File: config.mk
export PLATFORM = sky130hd
export DESIGN_NAME = alu_reservation_station_flat
export DESIGN_NICKNAME = d
export VERILOG_FILES = /design/src/rtl/alu_reservation_station_pkg.sv /design/src/rtl/alu_reservation_station_if.sv /design/src/rtl/alu_reservation_station_priority_pick.sv /design/src/rtl/alu_reservation_station.sv /design/src/flat_wrapper.sv
export SDC_FILE = /design/constraint.sdc
export NUM_CORES = 1
export LEC_CHECK = 0
export CORE_UTILIZATION = 46
export CTS_CLUSTER_SIZE = 28
export DETAILED_ROUTE_END_ITERATION = 7
export PLACE_DENSITY_LB_ADDON = 0.1
export SYNTH_ARGS = -nofsm -noshare
export SYNTH_HDL_FRONTEND = slang
export SYNTH_SLANG_ARGS = --single-unit
File: constraint.sdc
create_clock -name clk_in -period 21 [get_ports clk_in]
set_clock_uncertainty 0.2 [all_clocks]
set_input_delay 2.1 -clock clk_in [delete_from_list [all_inputs] [get_ports clk_in]]
set_output_delay 2.1 -clock clk_in [all_outputs]
set_load 0.01 [all_outputs]
File: src/rtl/alu_reservation_station_pkg.sv
// Shared types for the ALU reservation station: ALU function codes,
// the station FSM encoding and common widths.
package alu_reservation_station_pkg;

    localparam int FUNC_W = 4;

    // ALU function codes understood by the downstream ALU.
    typedef enum logic [FUNC_W-1:0] {
        ALU_ADD  = 4'd0,
        ALU_SUB  = 4'd1,
        ALU_AND  = 4'd2,
        ALU_OR   = 4'd3,
        ALU_XOR  = 4'd4,
        ALU_SLL  = 4'd5,
        ALU_SRL  = 4'd6,
        ALU_SRA  = 4'd7,
        ALU_SLT  = 4'd8,
        ALU_SLTU = 4'd9
    } alu_func_e;

    // Issue/completion FSM: at most one op is ever in flight in the ALU.
    typedef enum logic [1:0] {
        RS_IDLE  = 2'd0,
        RS_WAIT  = 2'd1,
        RS_BCAST = 2'd2,
        RS_DRAIN = 2'd3
    } rs_state_t;

endpackage

File: src/rtl/alu_reservation_station_if.sv
// Bundle of dispatch, CDB snoop, ALU and CDB-request signals around the
// reservation station. "slave" is the station side, "master" the pipeline.
interface alu_reservation_station_if
    import alu_reservation_station_pkg::*;
#(
    parameter int ROB_IDX_W = 3,
    parameter int DATA_W    = 32
) ();

    logic                 flush_in;

    logic                 dispatch_valid_in;
    logic                 dispatch_ready_out;
    logic [FUNC_W-1:0]    dispatch_func_in;
    logic [ROB_IDX_W-1:0] dispatch_rob_idx_in;
    logic [DATA_W-1:0]    dispatch_v1_in;
    logic [DATA_W-1:0]    dispatch_v2_in;
    logic                 dispatch_q1_wait_in;
    logic                 dispatch_q2_wait_in;
    logic [ROB_IDX_W-1:0] dispatch_q1_in;
    logic [ROB_IDX_W-1:0] dispatch_q2_in;

    logic                 cdb_valid_in;
    logic [ROB_IDX_W-1:0] cdb_rob_idx_in;
    logic [DATA_W-1:0]    cdb_data_in;

    logic                 alu_valid_out;
    logic [FUNC_W-1:0]    alu_func_out;
    logic [ROB_IDX_W-1:0] alu_rob_idx_out;
    logic [DATA_W-1:0]    alu_rval1_out;
    logic [DATA_W-1:0]    alu_rval2_out;
    logic                 alu_ready_in;
    logic                 alu_valid_in;
    logic [DATA_W-1:0]    alu_data_in;
    logic                 alu_read_out;

    logic                 result_valid_out;
    logic [ROB_IDX_W-1:0] result_rob_idx_out;
    logic [DATA_W-1:0]    result_data_out;
    logic                 result_grant_in;

    modport slave (
        input  flush_in,
        input  dispatch_valid_in, dispatch_func_in, dispatch_rob_idx_in,
        input  dispatch_v1_in, dispatch_v2_in,
        input  dispatch_q1_wait_in, dispatch_q2_wait_in, dispatch_q1_in, dispatch_q2_in,
        output dispatch_ready_out,
        input  cdb_valid_in, cdb_rob_idx_in, cdb_data_in,
        output alu_valid_out, alu_func_out, alu_rob_idx_out, alu_rval1_out, alu_rval2_out,
        input  alu_ready_in, alu_valid_in, alu_data_in,
        output alu_read_out,
        output result_valid_out, result_rob_idx_out, result_data_out,
        input  result_grant_in
    );

    modport master (
        output flush_in,
        output dispatch_valid_in, dispatch_func_in, dispatch_rob_idx_in,
        output dispatch_v1_in, dispatch_v2_in,
        output dispatch_q1_wait_in, dispatch_q2_wait_in, dispatch_q1_in, dispatch_q2_in,
        input  dispatch_ready_out,
        output cdb_valid_in, cdb_rob_idx_in, cdb_data_in,
        input  alu_valid_out, alu_func_out, alu_rob_idx_out, alu_rval1_out, alu_rval2_out,
        output alu_ready_in, alu_valid_in, alu_data_in,
        input  alu_read_out,
        input  result_valid_out, result_rob_idx_out, result_data_out,
        output result_grant_in
    );

endinterface

File: src/rtl/alu_reservation_station_priority_pick.sv
// Lowest-set-bit encoder: one-hot and binary index of the lowest request,
// plus an any-set flag. Used for free-slot allocation and issue selection.
module alu_reservation_station_priority_pick #(
    parameter int N     = 4,
    parameter int IDX_W = (N > 1) ? $clog2(N) : 1
) (
    input  logic [N-1:0]     i_req,
    output logic [N-1:0]     o_onehot,
    output logic [IDX_W-1:0] o_idx,
    output logic             o_any
);

    // Scan from the top down so the lowest set request wins last.
    always_comb begin
        // NOTE: every output gets a default before the loop so no path leaves it unassigned (no latch).
        o_onehot = '0;
        o_idx    = '0;
        o_any    = 1'b0;
        for (int i = N - 1; i >= 0; i--) begin
            if (i_req[i]) begin
                o_onehot    = '0;
                o_onehot[i] = 1'b1;
                o_idx       = IDX_W'(i);
                o_any       = 1'b1;
            end
        end
    end

endmodule

File: src/rtl/alu_reservation_station.sv
// Reservation station in front of a single ALU: holds dispatched ops until
// their operands arrive on the CDB, issues one at a time, and requests the
// CDB for the result. An entry is freed only when its result is granted.
module alu_reservation_station
    import alu_reservation_station_pkg::*;
#(
    parameter int NUM_ENTRIES = 4,
    parameter int ROB_IDX_W   = 3,
    parameter int DATA_W      = 32
) (
    input logic                      clk_in,
    input logic                      rst_in,
    alu_reservation_station_if.slave bus
);

    localparam int IDX_W = (NUM_ENTRIES > 1) ? $clog2(NUM_ENTRIES) : 1;

    typedef struct packed {
        logic                 valid;
        logic                 issued;
        logic [FUNC_W-1:0]    func;
        logic [ROB_IDX_W-1:0] rob_idx;
        logic [DATA_W-1:0]    v1;
        logic [DATA_W-1:0]    v2;
        logic                 q1_wait;
        logic                 q2_wait;
        logic [ROB_IDX_W-1:0] q1;
        logic [ROB_IDX_W-1:0] q2;
    } rs_entry_t;

    rs_entry_t            r_entries [NUM_ENTRIES];
    rs_state_t            r_state;
    rs_state_t            w_next_state;
    logic [IDX_W-1:0]     r_issue_idx;

    // Copy of the issued op; keeps ALU operands stable even if the entry is flushed.
    logic [FUNC_W-1:0]    r_alu_func;
    logic [ROB_IDX_W-1:0] r_alu_rob;
    logic [DATA_W-1:0]    r_alu_v1;
    logic [DATA_W-1:0]    r_alu_v2;

    logic [ROB_IDX_W-1:0] r_res_rob;
    logic [DATA_W-1:0]    r_res_data;

    logic [NUM_ENTRIES-1:0] w_free_req;
    logic [NUM_ENTRIES-1:0] w_ready_req;
    logic [NUM_ENTRIES-1:0] w_free_onehot;
    logic [NUM_ENTRIES-1:0] w_ready_onehot;
    logic [IDX_W-1:0]       w_free_idx;
    logic [IDX_W-1:0]       w_ready_idx;
    logic                   w_free_any;
    logic                   w_ready_any;

    logic                   w_dispatch_fire;
    logic                   w_issue;
    logic                   w_result_take;
    logic                   w_grant_free;
    logic                   w_q1_hit;
    logic                   w_q2_hit;
    rs_entry_t              w_new_entry;
    rs_entry_t              w_pick;

    // Per-entry free and ready-to-issue request vectors.
    always_comb begin
        w_free_req  = '0;
        w_ready_req = '0;
        for (int i = 0; i < NUM_ENTRIES; i++) begin
            w_free_req[i]  = !r_entries[i].valid;
            w_ready_req[i] = r_entries[i].valid && !r_entries[i].issued &&
                             !r_entries[i].q1_wait && !r_entries[i].q2_wait;
        end
    end

    alu_reservation_station_priority_pick #(
        .N     (NUM_ENTRIES),
        .IDX_W (IDX_W)
    ) u_free_pick (
        .i_req    (w_free_req),
        .o_onehot (w_free_onehot),
        .o_idx    (w_free_idx),
        .o_any    (w_free_any)
    );

    alu_reservation_station_priority_pick #(
        .N     (NUM_ENTRIES),
        .IDX_W (IDX_W)
    ) u_issue_pick (
        .i_req    (w_ready_req),
        .o_onehot (w_ready_onehot),
        .o_idx    (w_ready_idx),
        .o_any    (w_ready_any)
    );

    assign w_pick          = r_entries[w_ready_idx];
    assign w_dispatch_fire = bus.dispatch_valid_in && w_free_any && !bus.flush_in;
    assign w_issue         = (r_state == RS_IDLE) && w_ready_any && bus.alu_ready_in && !bus.flush_in;
    assign w_result_take   = (r_state == RS_WAIT) && bus.alu_valid_in && !bus.flush_in;
    assign w_grant_free    = (r_state == RS_BCAST) && bus.result_grant_in && !bus.flush_in;

    // Build the incoming entry, capturing a same-cycle CDB broadcast of a pending tag.
    always_comb begin
        w_q1_hit = bus.dispatch_q1_wait_in && bus.cdb_valid_in &&
                   (bus.cdb_rob_idx_in == bus.dispatch_q1_in);
        w_q2_hit = bus.dispatch_q2_wait_in && bus.cdb_valid_in &&
                   (bus.cdb_rob_idx_in == bus.dispatch_q2_in);
        w_new_entry         = '0;
        w_new_entry.valid   = 1'b1;
        w_new_entry.issued  = 1'b0;
        w_new_entry.func    = bus.dispatch_func_in;
        w_new_entry.rob_idx = bus.dispatch_rob_idx_in;
        w_new_entry.v1      = w_q1_hit ? bus.cdb_data_in : bus.dispatch_v1_in;
        w_new_entry.v2      = w_q2_hit ? bus.cdb_data_in : bus.dispatch_v2_in;
        w_new_entry.q1_wait = bus.dispatch_q1_wait_in && !w_q1_hit;
        w_new_entry.q2_wait = bus.dispatch_q2_wait_in && !w_q2_hit;
        w_new_entry.q1      = bus.dispatch_q1_in;
        w_new_entry.q2      = bus.dispatch_q2_in;
    end

    // Entry array: flush, dispatch write, CDB snoop, issue mark and grant free.
    always_ff @(posedge clk_in or posedge rst_in) begin
        if (rst_in) begin
            // NOTE: the whole (small) entry array is reset so no stale valid/wait bits survive reset.
            for (int i = 0; i < NUM_ENTRIES; i++) begin
                r_entries[i] <= '0;
            end
        end else begin
            for (int i = 0; i < NUM_ENTRIES; i++) begin
                if (bus.flush_in) begin
                    r_entries[i].valid  <= 1'b0;
                    r_entries[i].issued <= 1'b0;
                end else if (w_dispatch_fire && w_free_onehot[i]) begin
                    // NOTE: non-blocking so every entry sees this cycle's state regardless of loop order.
                    r_entries[i] <= w_new_entry;
                end else if (r_entries[i].valid) begin
                    if (bus.cdb_valid_in && r_entries[i].q1_wait &&
                        (r_entries[i].q1 == bus.cdb_rob_idx_in)) begin
                        r_entries[i].v1      <= bus.cdb_data_in;
                        r_entries[i].q1_wait <= 1'b0;
                    end
                    if (bus.cdb_valid_in && r_entries[i].q2_wait &&
                        (r_entries[i].q2 == bus.cdb_rob_idx_in)) begin
                        r_entries[i].v2      <= bus.cdb_data_in;
                        r_entries[i].q2_wait <= 1'b0;
                    end
                    if (w_issue && w_ready_onehot[i]) begin
                        r_entries[i].issued <= 1'b1;
                    end
                    if (w_grant_free && (r_issue_idx == IDX_W'(i))) begin
                        r_entries[i].valid  <= 1'b0;
                        r_entries[i].issued <= 1'b0;
                    end
                end
            end
        end
    end

    // Latch the issued op and the returned result.
    always_ff @(posedge clk_in or posedge rst_in) begin
        if (rst_in) begin
            r_issue_idx <= '0;
            r_alu_func  <= '0;
            r_alu_rob   <= '0;
            r_alu_v1    <= '0;
            r_alu_v2    <= '0;
            r_res_rob   <= '0;
            r_res_data  <= '0;
        end else begin
            if (w_issue) begin
                r_issue_idx <= w_ready_idx;
                r_alu_func  <= w_pick.func;
                r_alu_rob   <= w_pick.rob_idx;
                r_alu_v1    <= w_pick.v1;
                r_alu_v2    <= w_pick.v2;
            end
            if (w_result_take) begin
                r_res_rob  <= r_alu_rob;
                r_res_data <= bus.alu_data_in;
            end
        end
    end

    // FSM state register.
    always_ff @(posedge clk_in or posedge rst_in) begin
        if (rst_in) begin
            r_state <= RS_IDLE;
        end else begin
            r_state <= w_next_state;
        end
    end

    // FSM next-state logic; a flush that coincides with the ALU result needs no drain.
    always_comb begin
        w_next_state = r_state;
        case (r_state)
            RS_IDLE: begin
                if (w_issue) w_next_state = RS_WAIT;
            end
            RS_WAIT: begin
                if (bus.flush_in)          w_next_state = bus.alu_valid_in ? RS_IDLE : RS_DRAIN;
                else if (bus.alu_valid_in) w_next_state = RS_BCAST;
            end
            RS_BCAST: begin
                if (bus.flush_in || bus.result_grant_in) w_next_state = RS_IDLE;
            end
            RS_DRAIN: begin
                if (bus.alu_valid_in) w_next_state = RS_IDLE;
            end
            default: w_next_state = RS_IDLE;
        endcase
    end

    // FSM outputs: issue pulse drives the picked entry, then the latched copy holds.
    always_comb begin
        bus.alu_valid_out   = w_issue;
        bus.alu_read_out    = ((r_state == RS_WAIT) || (r_state == RS_DRAIN)) && bus.alu_valid_in;
        bus.alu_func_out    = '0;
        bus.alu_rob_idx_out = '0;
        bus.alu_rval1_out   = '0;
        bus.alu_rval2_out   = '0;
        if (w_issue) begin
            bus.alu_func_out    = w_pick.func;
            bus.alu_rob_idx_out = w_pick.rob_idx;
            bus.alu_rval1_out   = w_pick.v1;
            bus.alu_rval2_out   = w_pick.v2;
        end else if ((r_state == RS_WAIT) || (r_state == RS_DRAIN)) begin
            bus.alu_func_out    = r_alu_func;
            bus.alu_rob_idx_out = r_alu_rob;
            bus.alu_rval1_out   = r_alu_v1;
            bus.alu_rval2_out   = r_alu_v2;
        end
        bus.result_valid_out   = (r_state == RS_BCAST);
        bus.result_rob_idx_out = r_res_rob;
        bus.result_data_out    = r_res_data;
    end

    assign bus.dispatch_ready_out = w_free_any;

endmodule

File: src/flat_wrapper.sv
// flat-port wrapper written by rule: the top's interface ports become plain ports
module alu_reservation_station_flat import alu_reservation_station_pkg::*;
#(
    parameter int NUM_ENTRIES = 4,
    parameter int ROB_IDX_W   = 3,
    parameter int DATA_W      = 32
)
  (clk_in, rst_in, bus_flush_in, bus_dispatch_valid_in, bus_dispatch_func_in, bus_dispatch_rob_idx_in, bus_dispatch_v1_in, bus_dispatch_v2_in, bus_dispatch_q1_wait_in, bus_dispatch_q2_wait_in, bus_dispatch_q1_in, bus_dispatch_q2_in, bus_dispatch_ready_out, bus_cdb_valid_in, bus_cdb_rob_idx_in, bus_cdb_data_in, bus_alu_valid_out, bus_alu_func_out, bus_alu_rob_idx_out, bus_alu_rval1_out, bus_alu_rval2_out, bus_alu_ready_in, bus_alu_valid_in, bus_alu_data_in, bus_alu_read_out, bus_result_valid_out, bus_result_rob_idx_out, bus_result_data_out, bus_result_grant_in);
  alu_reservation_station_if #(.ROB_IDX_W(ROB_IDX_W), .DATA_W(DATA_W)) bus_i ();
  input logic clk_in;
  input logic rst_in;
  input wire logic [$bits(bus_i.flush_in)-1:0] bus_flush_in;
  input wire logic [$bits(bus_i.dispatch_valid_in)-1:0] bus_dispatch_valid_in;
  input wire logic [$bits(bus_i.dispatch_func_in)-1:0] bus_dispatch_func_in;
  input wire logic [$bits(bus_i.dispatch_rob_idx_in)-1:0] bus_dispatch_rob_idx_in;
  input wire logic [$bits(bus_i.dispatch_v1_in)-1:0] bus_dispatch_v1_in;
  input wire logic [$bits(bus_i.dispatch_v2_in)-1:0] bus_dispatch_v2_in;
  input wire logic [$bits(bus_i.dispatch_q1_wait_in)-1:0] bus_dispatch_q1_wait_in;
  input wire logic [$bits(bus_i.dispatch_q2_wait_in)-1:0] bus_dispatch_q2_wait_in;
  input wire logic [$bits(bus_i.dispatch_q1_in)-1:0] bus_dispatch_q1_in;
  input wire logic [$bits(bus_i.dispatch_q2_in)-1:0] bus_dispatch_q2_in;
  output wire logic [$bits(bus_i.dispatch_ready_out)-1:0] bus_dispatch_ready_out;
  input wire logic [$bits(bus_i.cdb_valid_in)-1:0] bus_cdb_valid_in;
  input wire logic [$bits(bus_i.cdb_rob_idx_in)-1:0] bus_cdb_rob_idx_in;
  input wire logic [$bits(bus_i.cdb_data_in)-1:0] bus_cdb_data_in;
  output wire logic [$bits(bus_i.alu_valid_out)-1:0] bus_alu_valid_out;
  output wire logic [$bits(bus_i.alu_func_out)-1:0] bus_alu_func_out;
  output wire logic [$bits(bus_i.alu_rob_idx_out)-1:0] bus_alu_rob_idx_out;
  output wire logic [$bits(bus_i.alu_rval1_out)-1:0] bus_alu_rval1_out;
  output wire logic [$bits(bus_i.alu_rval2_out)-1:0] bus_alu_rval2_out;
  input wire logic [$bits(bus_i.alu_ready_in)-1:0] bus_alu_ready_in;
  input wire logic [$bits(bus_i.alu_valid_in)-1:0] bus_alu_valid_in;
  input wire logic [$bits(bus_i.alu_data_in)-1:0] bus_alu_data_in;
  output wire logic [$bits(bus_i.alu_read_out)-1:0] bus_alu_read_out;
  output wire logic [$bits(bus_i.result_valid_out)-1:0] bus_result_valid_out;
  output wire logic [$bits(bus_i.result_rob_idx_out)-1:0] bus_result_rob_idx_out;
  output wire logic [$bits(bus_i.result_data_out)-1:0] bus_result_data_out;
  input wire logic [$bits(bus_i.result_grant_in)-1:0] bus_result_grant_in;
  assign bus_i.flush_in = bus_flush_in;
  assign bus_i.dispatch_valid_in = bus_dispatch_valid_in;
  assign bus_i.dispatch_func_in = bus_dispatch_func_in;
  assign bus_i.dispatch_rob_idx_in = bus_dispatch_rob_idx_in;
  assign bus_i.dispatch_v1_in = bus_dispatch_v1_in;
  assign bus_i.dispatch_v2_in = bus_dispatch_v2_in;
  assign bus_i.dispatch_q1_wait_in = bus_dispatch_q1_wait_in;
  assign bus_i.dispatch_q2_wait_in = bus_dispatch_q2_wait_in;
  assign bus_i.dispatch_q1_in = bus_dispatch_q1_in;
  assign bus_i.dispatch_q2_in = bus_dispatch_q2_in;
  assign bus_dispatch_ready_out = bus_i.dispatch_ready_out;
  assign bus_i.cdb_valid_in = bus_cdb_valid_in;
  assign bus_i.cdb_rob_idx_in = bus_cdb_rob_idx_in;
  assign bus_i.cdb_data_in = bus_cdb_data_in;
  assign bus_alu_valid_out = bus_i.alu_valid_out;
  assign bus_alu_func_out = bus_i.alu_func_out;
  assign bus_alu_rob_idx_out = bus_i.alu_rob_idx_out;
  assign bus_alu_rval1_out = bus_i.alu_rval1_out;
  assign bus_alu_rval2_out = bus_i.alu_rval2_out;
  assign bus_i.alu_ready_in = bus_alu_ready_in;
  assign bus_i.alu_valid_in = bus_alu_valid_in;
  assign bus_i.alu_data_in = bus_alu_data_in;
  assign bus_alu_read_out = bus_i.alu_read_out;
  assign bus_result_valid_out = bus_i.result_valid_out;
  assign bus_result_rob_idx_out = bus_i.result_rob_idx_out;
  assign bus_result_data_out = bus_i.result_data_out;
  assign bus_i.result_grant_in = bus_result_grant_in;
  alu_reservation_station #(.NUM_ENTRIES(NUM_ENTRIES), .ROB_IDX_W(ROB_IDX_W), .DATA_W(DATA_W)) u_core (.clk_in(clk_in), .rst_in(rst_in), .bus(bus_i));
endmodule
# Word level (Yosys, flattened, before mapping)
# Cells that the tools add are included.
dict set report totals {
  reg_bits 434
  inputBits 154
  out_inout_bits 110
  word_cells 267
}
dict set report classes {
  order_cmp 1
  n_eq_ne 20
  muxes 84
  n_bitwise 2
  n_reduce_logical 112
}
# cell n
set op_table {}
lappend op_table {{66-bit 2-to-1 mux} 8}
lappend op_table {{32-bit 2-to-1 mux} 14}
lappend op_table {{81-bit binary-select mux with 2-bit select} 1}
lappend op_table {{79-bit 2-to-1 mux} 2}
lappend op_table {{1-bit logical AND} 56}
lappend op_table {{2-bit 2-to-1 mux} 26}
lappend op_table {{4-bit 2-to-1 mux} 10}
lappend op_table {{3-bit equality test} 10}
lappend op_table {{3-bit AND reduction} 8}
lappend op_table {{2-bit nonzero test} 12}
lappend op_table {{1-bit 2-to-1 mux} 20}
lappend op_table {{2-bit AND reduction} 8}
lappend op_table {{4-bit nonzero test} 4}
lappend op_table {{1-bit zero test} 15}
lappend op_table {{3-bit nonzero test} 4}
lappend op_table {{2-bit equality test (second input constant)} 4}
lappend op_table {{2-bit one-hot mux with 4 select lines} 1}
lappend op_table {{3-bit 2-to-1 mux} 2}
lappend op_table {{2-bit by 1-bit equality test with 1-bit output (second input constant)} 2}
lappend op_table {{2-bit zero test} 2}
lappend op_table {{2-bit by 1-bit != test with 1-bit output (second input constant)} 2}
lappend op_table {{4-bit AND reduction} 1}
lappend op_table {{3-bit greater-or-equal comparator (second input constant)} 1}
lappend op_table {{3-bit != test (second input constant)} 1}
lappend op_table {{other kinds (4)} 5}

# Longest topological paths before layout
# Gate-level depths: netlist of the first run.
dict set report logic_depth {
  word_depth 17
  mapped_depth 10
  ltp_nobuf 6
}

# Modules after synthesis
# Synthesis of the first run repeated with hierarchy kept, for this count alone.
dict set report unflattened {
  cells_unflattened 1805
  area_unflattened_um2 20738.6
}
# module n_inst cells_each area_each_um2 seq_area_each_um2
set modules_own_cells {}
lappend modules_own_cells {alu_reservation_station 1 1783 20616.0 10860.4}
lappend modules_own_cells {alu_reservation_station_priority_pick 2 11 61.3 0.0}

# Least setup slack after synthesis of the first run
# OpenSTA, ideal clock, no wires.
dict set report synth_timing {
  kind {input to output}
  from {in bus_flush_in}
  to {out bus_alu_rob_idx_out[0]}
  arrival_time_ns 3.497
  required_time_ns 18.700
  slack_ns 15.203
  path_stages 8
  path_buffers 3
  path_cell_list {buf_2 > nor4b_4 > o21ai_2 > inv_2 > buf_2 > buf_2 > o21ai_1 > nand2_1}
}
dict set report synth_between {
  elab_chain_cells 3
}
# element line_no
set synth_lines {}
lappend synth_lines {{start, declared} flat_wrapper.sv:12} ;# input wire logic [$bits(bus_i.flush_in)-1:0] bus_flush_in;
lappend synth_lines {{1-bit zero test} alu_reservation_station.sv:96} ;# assign w_issue = (r_state == RS_IDLE) && w_ready_any && bus.alu_ready_in && !bus.flush_in;
lappend synth_lines {{1-bit logical AND} alu_reservation_station.sv:96}
lappend synth_lines {{3-bit 2-to-1 mux} alu_reservation_station.sv:220} ;# if (w_issue) begin
lappend synth_lines {{end, declared} flat_wrapper.sv:28} ;# output wire logic [$bits(bus_i.alu_rob_idx_out)-1:0] bus_alu_rob_idx_out;
# No other way between the ends.

# Worst setup path in the final report of the first run
dict set report layout_timing {
  from {in bus_flush_in}
  to {out bus_alu_rval1_out[10]}
}
dict set report layout_between {
  elab_chain_cells 3
}
# element line_no
set layout_lines {}
lappend layout_lines {{1-bit zero test} alu_reservation_station.sv:96}
lappend layout_lines {{1-bit logical AND} alu_reservation_station.sv:96}
lappend layout_lines {{32-bit 2-to-1 mux} alu_reservation_station.sv:220}
lappend layout_lines {{end, declared} flat_wrapper.sv:29} ;# output wire logic [$bits(bus_i.alu_rval1_out)-1:0] bus_alu_rval1_out;
# No other way between the ends.

==> out/results.tsv, run 1 <==
metric	value	unit
first_iter_violations	1724	
clock-root-buffer	clkbuf_16	
rows	78	
power_frac_comb	20.6	%
regArea	10860	µm²
dieWidth	216.9	µm
start_util	46.70	%
drt-pass1-iter-count	6	
status	finished, final reports clean	
drv_slew	0	
dr_wl_met2	32700	µm
clkTransAtPathRegs	0.05	ns
ys.flop_type	dfrtp_1	
cts_buffers	50	
drive_gt1_share	7.115	%
hold_end	u_core.r_alu_v1[21]	
period_needed	7.899	ns
slew-limit-headroom	14.99	%
min_delay_path_depth	2	
synth.largest_area_cell	dfrtp_1	
synth_top_area_share	51.13	%
wl_met3	4950	µm
cpMostUsedCell	clkdlybuf4s50_1	
synth_xor_area_share	1.237	%
synthSimpleGateAreaFrac	18.09	%
cpLargestDelayFamily	buffers and inverters	
synth_top_family_by_area	simple AND/OR/NAND/NOR gates	
rr_startpoint	u_core.r_entries[6]	
slowest_delay	0.81	ns
p_per_area	99.53	nW/µm²
clock_sink_count	434	
fin_crit_sh	37.62	%
post_cts_resized	0	
vias_per_cell	5.826	
p_leak	12.07	nW
clock_path_buffers	3	
ys_warn_count	0	
multiInputGateArea	9453	µm²
netlist_area	21240	µm²
yosysSeqAreaShare	51.13	%
synth_compound_gate_area_share	16.56	%
cp-end-kind	output port	
crit_type	in -> out	
grt_pass1_wl	109600	µm
reg2reg_depth	8	
min_from	u_core.r_alu_v1[21]	
timing.rr.end	u_core.r_alu_v1[9]	
gp_congestion	0.8295	
worstPathRequired	18.70	ns
cts_tree	built	
r2r_setup_slack	17.25	ns
yosysMostFrequentCell	nand2_1	
fmax	0.1266	GHz
tns	0	ns
worstSetupStartpointType	input port	
hold_viol	0	
synth.distinct_cells	56	
setup_viol	0	
hold_class	reg -> reg	
dpl.hpwl	41580	µm
ir_drop	0.05902	mV
arrival	5.60	ns
synth_cells	2399	
grt_pass1_vias	18540	
drv_cap	0	
syn_area_per_cell	8.853	µm²
clkPwrFrac	34.0	%
layout.nets	2718	
syn2layout_area_growth	21.35	%
switchingPower	745.0	µW
fillers	4172	
synth.area.mux_share	7.888	%
stdcell_count	3205	
p_int	1.820	mW
wire_per_inst	21.97	µm
cp_cell_sequence	clkdlybuf4s50_1 -> nor4b_4 -> o21ai_4 -> clkinv_2 -> o21ai_0 -> nand2_1 -> clkdlybuf4s50_1	
final_core_utilization	56.67	%
dp_cells	3112	
io_pins	264	
dieArea	47030	µm²
syn_nets	2553	
cts_setup_buffers	0	
crit_fanout	78	
drcViolationCount	0	
rsz0062_at_grt	no	
htree_levels	2	
coreArea	45480	µm²
routed.top_layer	met5	
grt_use_total	30.16	%
p_sw_share	29.04	%
tightestPinTransition	1.272	ns
slowest_stage	clkdlybuf4s50_1	
numPortBuffers	263	
fp.dieH	216.9	µm
clock_latency	0.59	ns
p_seq_share	45.4	%
grt-ovfl-total	0	
path_buf_inv	3	
cts_hold_buf	0	
synth-edff-count	0	
vias	18670	
drt-met1-wl	30880	µm
grt_max_degree	163	
ys_ff_latch	434	
totalWireLength	70410	µm
async_flop_share	100.0	%
ant_nets	0	
synthAdderAreaFrac	0	%
ys_top_cells_by_area	dfrtp_1 (51%), nand2_1 (10%), mux2i_1 (6.0%), a21oi_1 (5.7%), nor2_1 (4.2%)	
synth.cells.most_frequent	nand2_1 (574), dfrtp_1 (434), a21oi_1 (241)	
antenna_found_initial	10	
-- metrics by stage --
stage	setup WS, ns	hold WS (ns)	area, µm²	total power [mW]
2_1_floorplan	6.612	0.2453	21240	1.463
3_3_place_gp	13.23	0.2576	24130	1.687
3_5_place_dp	13.14	0.2623	24130	1.704
4_1_cts	13.11	0.2775	25760	2.581
5_1_grt	12.83	0.2911	25770	2.694
6_report	13.10	0.2750	25770	2.565
-- logic make-up after synthesis --
logic type | after synthesis
simple gates | 941
buf+inv | 226
xor+xnor | 30
mux | 163
compound gates | 605
flops | 434
-- metal layers --
| metal | vias to the layer above | track usage, % |
|---|---|---|
| met1 | 9250 | 41.68 |
| met4 | 10 | 10.77 |
| met3 | 139 | 4.822 |
| met5 | - | 0 |
| met2 | 746 | 48.06 |
| li1 | 8528 | - |
-- sequential cells by signal (all words and copies together) (netlist names), 3 cells and up --
register                       cells
u_core.bus.result_data_out        32
u_core.bus.result_rob_idx_out      3
u_core.r_alu_func                  4
u_core.r_alu_rob                   3
u_core.r_alu_v1                   32
u_core.r_alu_v2                   32
u_core.r_entries                 324
-- power by group through the flow --
stage | logic, mW | clock network, mW | registers [mW]
floorplan | 0.303 | 0 | 1.16
global placement | 0.520 | 0 | 1.17
detailed placement | 0.528 | 0 | 1.18
CTS | 0.532 | 0.886 | 1.16
global route | 0.585 | 0.919 | 1.19
finish | 0.528 | 0.871 | 1.17
-- worst max path at each step --
stage	cells after the start	startpoint	endpoint
after detailed placement	7	bus_flush_in	bus_alu_rval1_out[9]
after CTS	7	bus_flush_in	bus_alu_rval1_out[9]
after global placement	7	bus_flush_in	bus_alu_rval1_out[28]
after global routing	7	bus_flush_in	bus_alu_rval1_out[22]
after floorplan	1	rst_in	u_core.bus.result_data_out[0]
final	7	bus_flush_in	bus_alu_rval1_out[10]
-- cell usage in the layout (no fill, tap or decap), types with 5 or more instances in the layout --
cell	netlist	routed
clkdlybuf4s50_1	0	263
o21ai_1	53	52
clkinv_2	0	12
o21ai_0	123	123
clkbuf_1	87	6
diode_2	0	5
nand3_1	76	76
mux2i_1	128	128
a221oi_1	7	7
clkbuf_8	0	17
o22ai_1	69	69
clkbuf_16	0	51
dfrtp_1	434	433
nand2b_1	5	5
inv_1	43	42
nor4_1	6	6
buf_4	6	31
nand2_1	574	572
nor2_1	240	236
a22o_1	65	65
or4_1	6	5
a22oi_1	33	33
mux2_2	35	35
a21oi_1	241	239
nor2_4	0	5
xor2_1	27	27
-- worst reg2reg max path, stage by stage (launching register included) --
cell and delay [ns]:
dfrtp_1 0.46, nor4b_4 0.29, buf_4 0.49, buf_4 0.59
nand2b_1 0.25, o21ai_4 0.07, clkinv_2 0.80, o21ai_0 0.39
nand2_1 0.15
-- layout make-up --
class                   instances  share of cell area [%]
diodes                          5                 0.04854
clock buffers                  74                   5.947
clock inverters                14                  0.3981
inverters                      44                  0.6748
multi-input cells            1739                   36.67
flip-flops and latches        434                   42.15
well taps                     600                   2.913
repair buffers                295                   11.19
Power figures use the tool's default switching activity.
==> inputs of run 2 (changes only) <==
==> constraint.sdc (replaced) <==
create_clock -name clk_in -period 7.4 [get_ports clk_in]
set_clock_uncertainty 0.2 [all_clocks]
set_input_delay 0.74 -clock clk_in [delete_from_list [all_inputs] [get_ports clk_in]]
set_output_delay 0.74 -clock clk_in [all_outputs]
set_load 0.01 [all_outputs]
==> run 2 against run 1 <==
Against the previous run:
- die area did not move
- global-route usage about the same
- sequential share of layout area is 0.24 points higher
- flip-flop and latch count unchanged
- first-iteration DRC count grew 13%
- final area shrank 0.57%
- total power rose to 2.8 times the previous value
- critical path depth increased by 1
- setup slack worse by 11 ns
- clock power rose to 2.6 times the previous value
==> out/results.tsv, run 2 (same netlist as run 1, synthesis figures left out) <==
metric	value	unit	change
period_needed	5.295	ns	
dp_cells	3118		+0.19%
final_common_cell	nand2_1		
stdcell_count	3202		-0.094%
io_pins	264		unchanged
rows	78		unchanged
drive_gt1_share	6.659	%	-0.46 points
htree_levels	2		unchanged
crit_fanout	62		-21%
fmax	0.1888	GHz	
hold_viol	0		unchanged
final_core_utilization	56.35	%	-0.32 points
fp.dieH	216.9	µm	unchanged
ant_nets	0		unchanged
fin_crit_sh	71.56	%	
p_leak	11.98	nW	-0.69%
clock-root-buffer	clkbuf_16		
drv_slew	0		unchanged
coreArea	45480	µm²	unchanged
cts_hold_buf	0		unchanged
crit_type	reg -> out		
dieArea	47030	µm²	unchanged
tns	0	ns	unchanged
antenna_found_initial	6		-4
r2r_setup_slack	3.90	ns	-13.35 ns
arrival	4.36	ns	-1.24 ns
wire_per_inst	22.21	µm	+1.1%
p_per_area	276.5	nW/µm²	+180%
dpl.hpwl	42760	µm	+2.9%
dieWidth	216.9	µm	unchanged
clock_sink_count	434		unchanged
worstSetupStartpointType	register		
total_power	7.085	mW	+180%
hold_class	reg -> reg		
rsz0062_at_grt	no		
clock_path_buffers	3		unchanged
slew-limit-headroom	20.58	%	+5.6 points
cts_tree	built		
fillers	4114		-1.4%
grt_max_degree	183		+12%
ir_drop	0.1640	mV	+180%
drt-pass1-iter-count	8		+2
start_util	46.70	%	unchanged
worst_hold_slack	0.2753	ns	+0.0003200 ns
cp-end-kind	output port		
syn2layout_area_growth	20.66	%	
largest_register	u_core.r_entries		
grt_pass1_wl	109900	µm	+0.23%
cts_setup_buffers	0		unchanged
largest_register_ffs	324		unchanged
gp_congestion	0.8289		about the same
most-common-layout-cells	nand2_1 (572), dfrtp_1 (433), clkdlybuf4s50_1 (263)		
drv_cap	0		unchanged
vias	18740		+0.37%
worstPathRequired	6.46	ns	-12.24 ns
grt_pass1_vias	18450		-0.51%
layout.nets	2723		+0.18%
drcViolationCount	0		unchanged
grt_use_total	30.21	%	+0.049 points
tightestPinTransition	1.188	ns	-0.08361 ns
setup_viol	0		unchanged
status	finished, final reports clean		
vias_per_cell	5.853		+0.46%
totalWireLength	71130	µm	+1.0%
post_cts_resized	0		unchanged
first_iter_violations	1955		+13%
clkTransAtPathRegs	0.06	ns	about the same
numPortBuffers	263		unchanged
cts_buffers	49		-2.0%
grt-ovfl-total	0		unchanged
clock_latency	0.59	ns	about the same
-- run 2: final timing paths --
check                                       from                             end  cells after the start
max                        u_core.r_entries[323]           bus_alu_rval1_out[28]                      8
min                          u_core.r_alu_v1[12]             u_core.r_alu_v1[12]                      2
max reg2reg                u_core.r_entries[323]             u_core.r_alu_v2[12]                      7
min reg2reg                  u_core.r_alu_v1[12]             u_core.r_alu_v1[12]                      2
max in group asynchronous                 rst_in              u_core.r_alu_v1[6]                      4
min in group asynchronous                 rst_in  u_core.bus.result_data_out[11]                      2
-- run 2: layer usage --
| metal | GRT usage (%) | up-vias | wire length [µm] |
|---|---|---|---|
| met2 | 48.48 | 786 | 33140 |
| met3 | 5.353 | 130 | 5207 |
| li1 | - | 8517 | - |
| met4 | 9.108 | 4 | 1766 |
| met1 | 41.76 | 9305 | 30980 |
| met5 | 0 | - | 26 |
-- run 2: final cells by class --
| class | count | area, µm² | area share (%) |
|---|---|---|---|
| inverter | 44 | 170.2 | 0.6640 |
| tap | 600 | 750.7 | 2.929 |
| clock inverter | 5 | 25.02 | 0.09765 |
| multi-input combinational | 1739 | 9453 | 36.89 |
| sequential | 434 | 10860 | 42.39 |
| timing repair buffer | 301 | 2930 | 11.43 |
| clock buffer | 75 | 1424 | 5.556 |
| antenna | 4 | 10.01 | 0.03906 |
-- run 2: report_power, final --
| group | internal (mW) | total, mW | switching, mW |
|---|---|---|---|
| sequential | 2.96 | 3.30 | 0.334 |
| combinational | 0.747 | 1.51 | 0.762 |
| clock | 1.31 | 2.28 | 0.973 |
| total | 5.02 | 7.09 | 2.07 |
-- run 2: worst max-delay path, cell delays in order (launching register included) --
cell             delay [ns]
dfrtp_1                0.59
or4b_1                 0.62
nand2_4                0.55
o21ai_4                0.12
clkinv_2               0.26
buf_4                  0.61
o21ai_0                0.30
nand2_1                0.12
clkdlybuf4s50_1        0.54
-- run 2: per-stage QoR --
stage          setup WS, ns  area [µm²]
2_1_floorplan        0.5987       21240
3_3_place_gp          2.405       24170
3_5_place_dp          2.282       24170
4_1_cts               2.116       25620
5_1_grt               1.923       25620
6_report              2.105       25630
==> inputs of run 3 (changes only) <==
==> constraint.sdc (replaced) <==
create_clock -name clk_in -period 4.85 [get_ports clk_in]
set_clock_uncertainty 0.2 [all_clocks]
set_input_delay 0.485 -clock clk_in [delete_from_list [all_inputs] [get_ports clk_in]]
set_output_delay 0.485 -clock clk_in [all_outputs]
set_load 0.01 [all_outputs]
==> run 3 against run 2 <==
Against the previous run:
- count of clock-buffer cells in the layout decreased by 1
- clock power increased by 56%
- routed wire length increased by 1.4%
- via count increased by 1.2%
- critical endpoint is now bus_alu_rval2_out[10]
- largest cell class unchanged
- combinational power increased by 55%
- global-route usage increased by 0.49 points
- critical path type unchanged
==> out/results.tsv, run 3 (same netlist as run 1, synthesis figures left out) <==
metric	value	unit	change
slowest_delay	0.87	ns	+0.25 ns
hold_end	u_core.r_entries[319]		
antenna_found_initial	6		unchanged
vias	18970		+1.2%
min_delay_path_depth	2		unchanged
drt-pass1-iter-count	5		-3
slew-limit-headroom	21.14	%	+0.56 points
cp-end-kind	output port		
final_common_cell	nand2_1		
syn2layout_area_growth	21.97	%	
drv_slew	0		unchanged
grt_pass1_vias	18670		+1.2%
clock_latency	0.59	ns	about the same
drcViolationCount	0		unchanged
min_from	u_core.r_entries[319]		
period_needed	4.496	ns	
arrival	3.81	ns	-0.55 ns
timing.rr.end	u_core.r_entries[227]		
start_util	46.70	%	unchanged
layout.nets	2745		+0.81%
cts_setup_buffers	0		unchanged
post_cts_resized	0		unchanged
io_pins	264		unchanged
grt_pass1_wl	111000	µm	+1.1%
reg2reg_depth	6		-1
grt_max_degree	171		-6.6%
wire_per_inst	22.35	µm	+0.62%
ant_nets	0		unchanged
cpLargestDelayFamily	compound AO/OA/AOI/OAI gates		
ir_drop	0.2607	mV	+59%
grt_use_total	30.70	%	+0.49 points
cts_tree	built		
clock-root-buffer	clkbuf_16		
stdcell_count	3227		+0.78%
fp.dieH	216.9	µm	unchanged
cts_buffers	48		-2.0%
drive_gt1_share	7.546	%	+0.89 points
hold_viol	0		unchanged
drv_cap	0		unchanged
largest_register	u_core.r_entries		
first_iter_violations	2069		+5.8%
clkTransAtPathRegs	0.06	ns	about the same
dpl.hpwl	43610	µm	+2.0%
dieWidth	216.9	µm	unchanged
dieArea	47030	µm²	unchanged
largest_register_ffs	324		unchanged
path_buf_inv	3		unchanged
tightestPinTransition	1.180	ns	-0.008379 ns
r2r_setup_slack	1.80	ns	-2.10 ns
clock_path_buffers	3		unchanged
dp_slack	0.8840	ns	-1.398 ns
slowest_stage	o31ai_4		
cp_cell_sequence	nor4b_2 -> o31ai_4 -> buf_4 -> a221oi_1 -> buf_4 -> o21ai_0 -> clkdlybuf4s50_1		
gp_congestion	0.8221		-0.82%
crit_fanout	16		-74%
fin_crit_sh	92.71	%	
cpMostUsedCell	buf_4		
rr_startpoint	u_core.r_entries[242]		
rsz0062_at_grt	no		
p_per_area	421.2	nW/µm²	+52%
coreArea	45480	µm²	unchanged
hold_class	reg -> reg		
p_leak	12.13	nW	+1.3%
status	finished, final reports clean		
grt-ovfl-total	0		unchanged
htree_levels	2		unchanged
dp_cells	3140		+0.71%
total_power	10.91	mW	+54%
setup_viol	0		unchanged
numPortBuffers	263		unchanged
worstPathRequired	4.16	ns	-2.30 ns
rows	78		unchanged
totalWireLength	72130	µm	+1.4%
fmax	0.2224	GHz	
most-common-layout-cells	nand2_1 (572), dfrtp_1 (433), clkdlybuf4s50_1 (263)		
worstSetupStartpointType	register		
worst_slack	0.3536	ns	-1.751 ns
crit_type	reg -> out		
clock_sink_count	434		unchanged
vias_per_cell	5.879		+0.45%
[run 3: area by class of cell]
| cell class | instances | area, µm² |
|---|---|---|
| diodes | 3 | 7.507 |
| clock buffers | 74 | 1410 |
| clock inverters | 9 | 70.07 |
| fillers | 4068 | 19570 |
| inverters | 44 | 170.2 |
| multi-input cells | 1739 | 9453 |
| flip-flops and latches | 434 | 10860 |
| well taps | 600 | 750.7 |
| repair buffers | 324 | 3181 |
[run 3: worst max-delay path by stage]
| stage | start | endpoint | slack [ns] | cells past startpoint |
|---|---|---|---|---|
| CTS | u_core.r_entries[242] | bus_alu_rval2_out[10] | 0.33 | 7 |
| floorplan | rst_in | u_core.bus.result_data_out[0] | -1.70 | 1 |
| global route | u_core.r_entries[161] | bus_alu_rval1_out[30] | 0.19 | 8 |
| finish | u_core.r_entries[242] | bus_alu_rval2_out[10] | 0.35 | 7 |
| global placement | bus_cdb_rob_idx_in[1] | u_core.r_entries[131] | 0.98 | 8 |
| detailed placement | bus_cdb_rob_idx_in[1] | u_core.r_entries[125] | 0.88 | 8 |
[run 3: per-layer routing]
layer / vias to the layer above / GRT usage (%) / share of wire, %
met5: - / 0 / 0.057
met4: 6 / 12.02 / 3.2
met3: 144 / 5.213 / 7.7
met2: 849 / 48.40 / 46
met1: 9422 / 42.26 / 43
li1: 8552 / - / -
[run 3: report_power, final]
part           internal (mW)  switching (mW)  leakage (nW)
clock network           2.04            1.51         0.733
registers               4.52           0.512          5.37
logic                   1.16            1.17          6.03
total                   7.72            3.19          12.1
[run 3: through the flow]
| stage | hold WS [ns] | area (µm²) | setup TNS (ns) | utilization, % |
|---|---|---|---|---|
| floorplan | 0.2453 | 21240 | -736.21 | - |
| global placement | 0.2578 | 24410 | 0 | 53.67 |
| detailed placement | 0.2619 | 24410 | 0 | 53.67 |
| CTS | 0.2769 | 25900 | 0 | 56.95 |
| global route | 0.2920 | 25900 | 0 | 56.96 |
| finish | 0.2748 | 25910 | 0 | 56.96 |
[run 3: worst reg2reg max path: cells and delay by family, from the launching register on]
family	cells	cell delay, ns
AND/OR/NAND/NOR	3	1.12
AO/OA/AOI/OAI	2	0.81
flip-flops	1	0.55
buffers and inverters	1	0.29
[run 3: repair_timing]
action	4_1_cts	5_1_grt
endpoints found under the setup margin	0	0
endpoints found under the hold margin	4	0
hold buffers	1	0
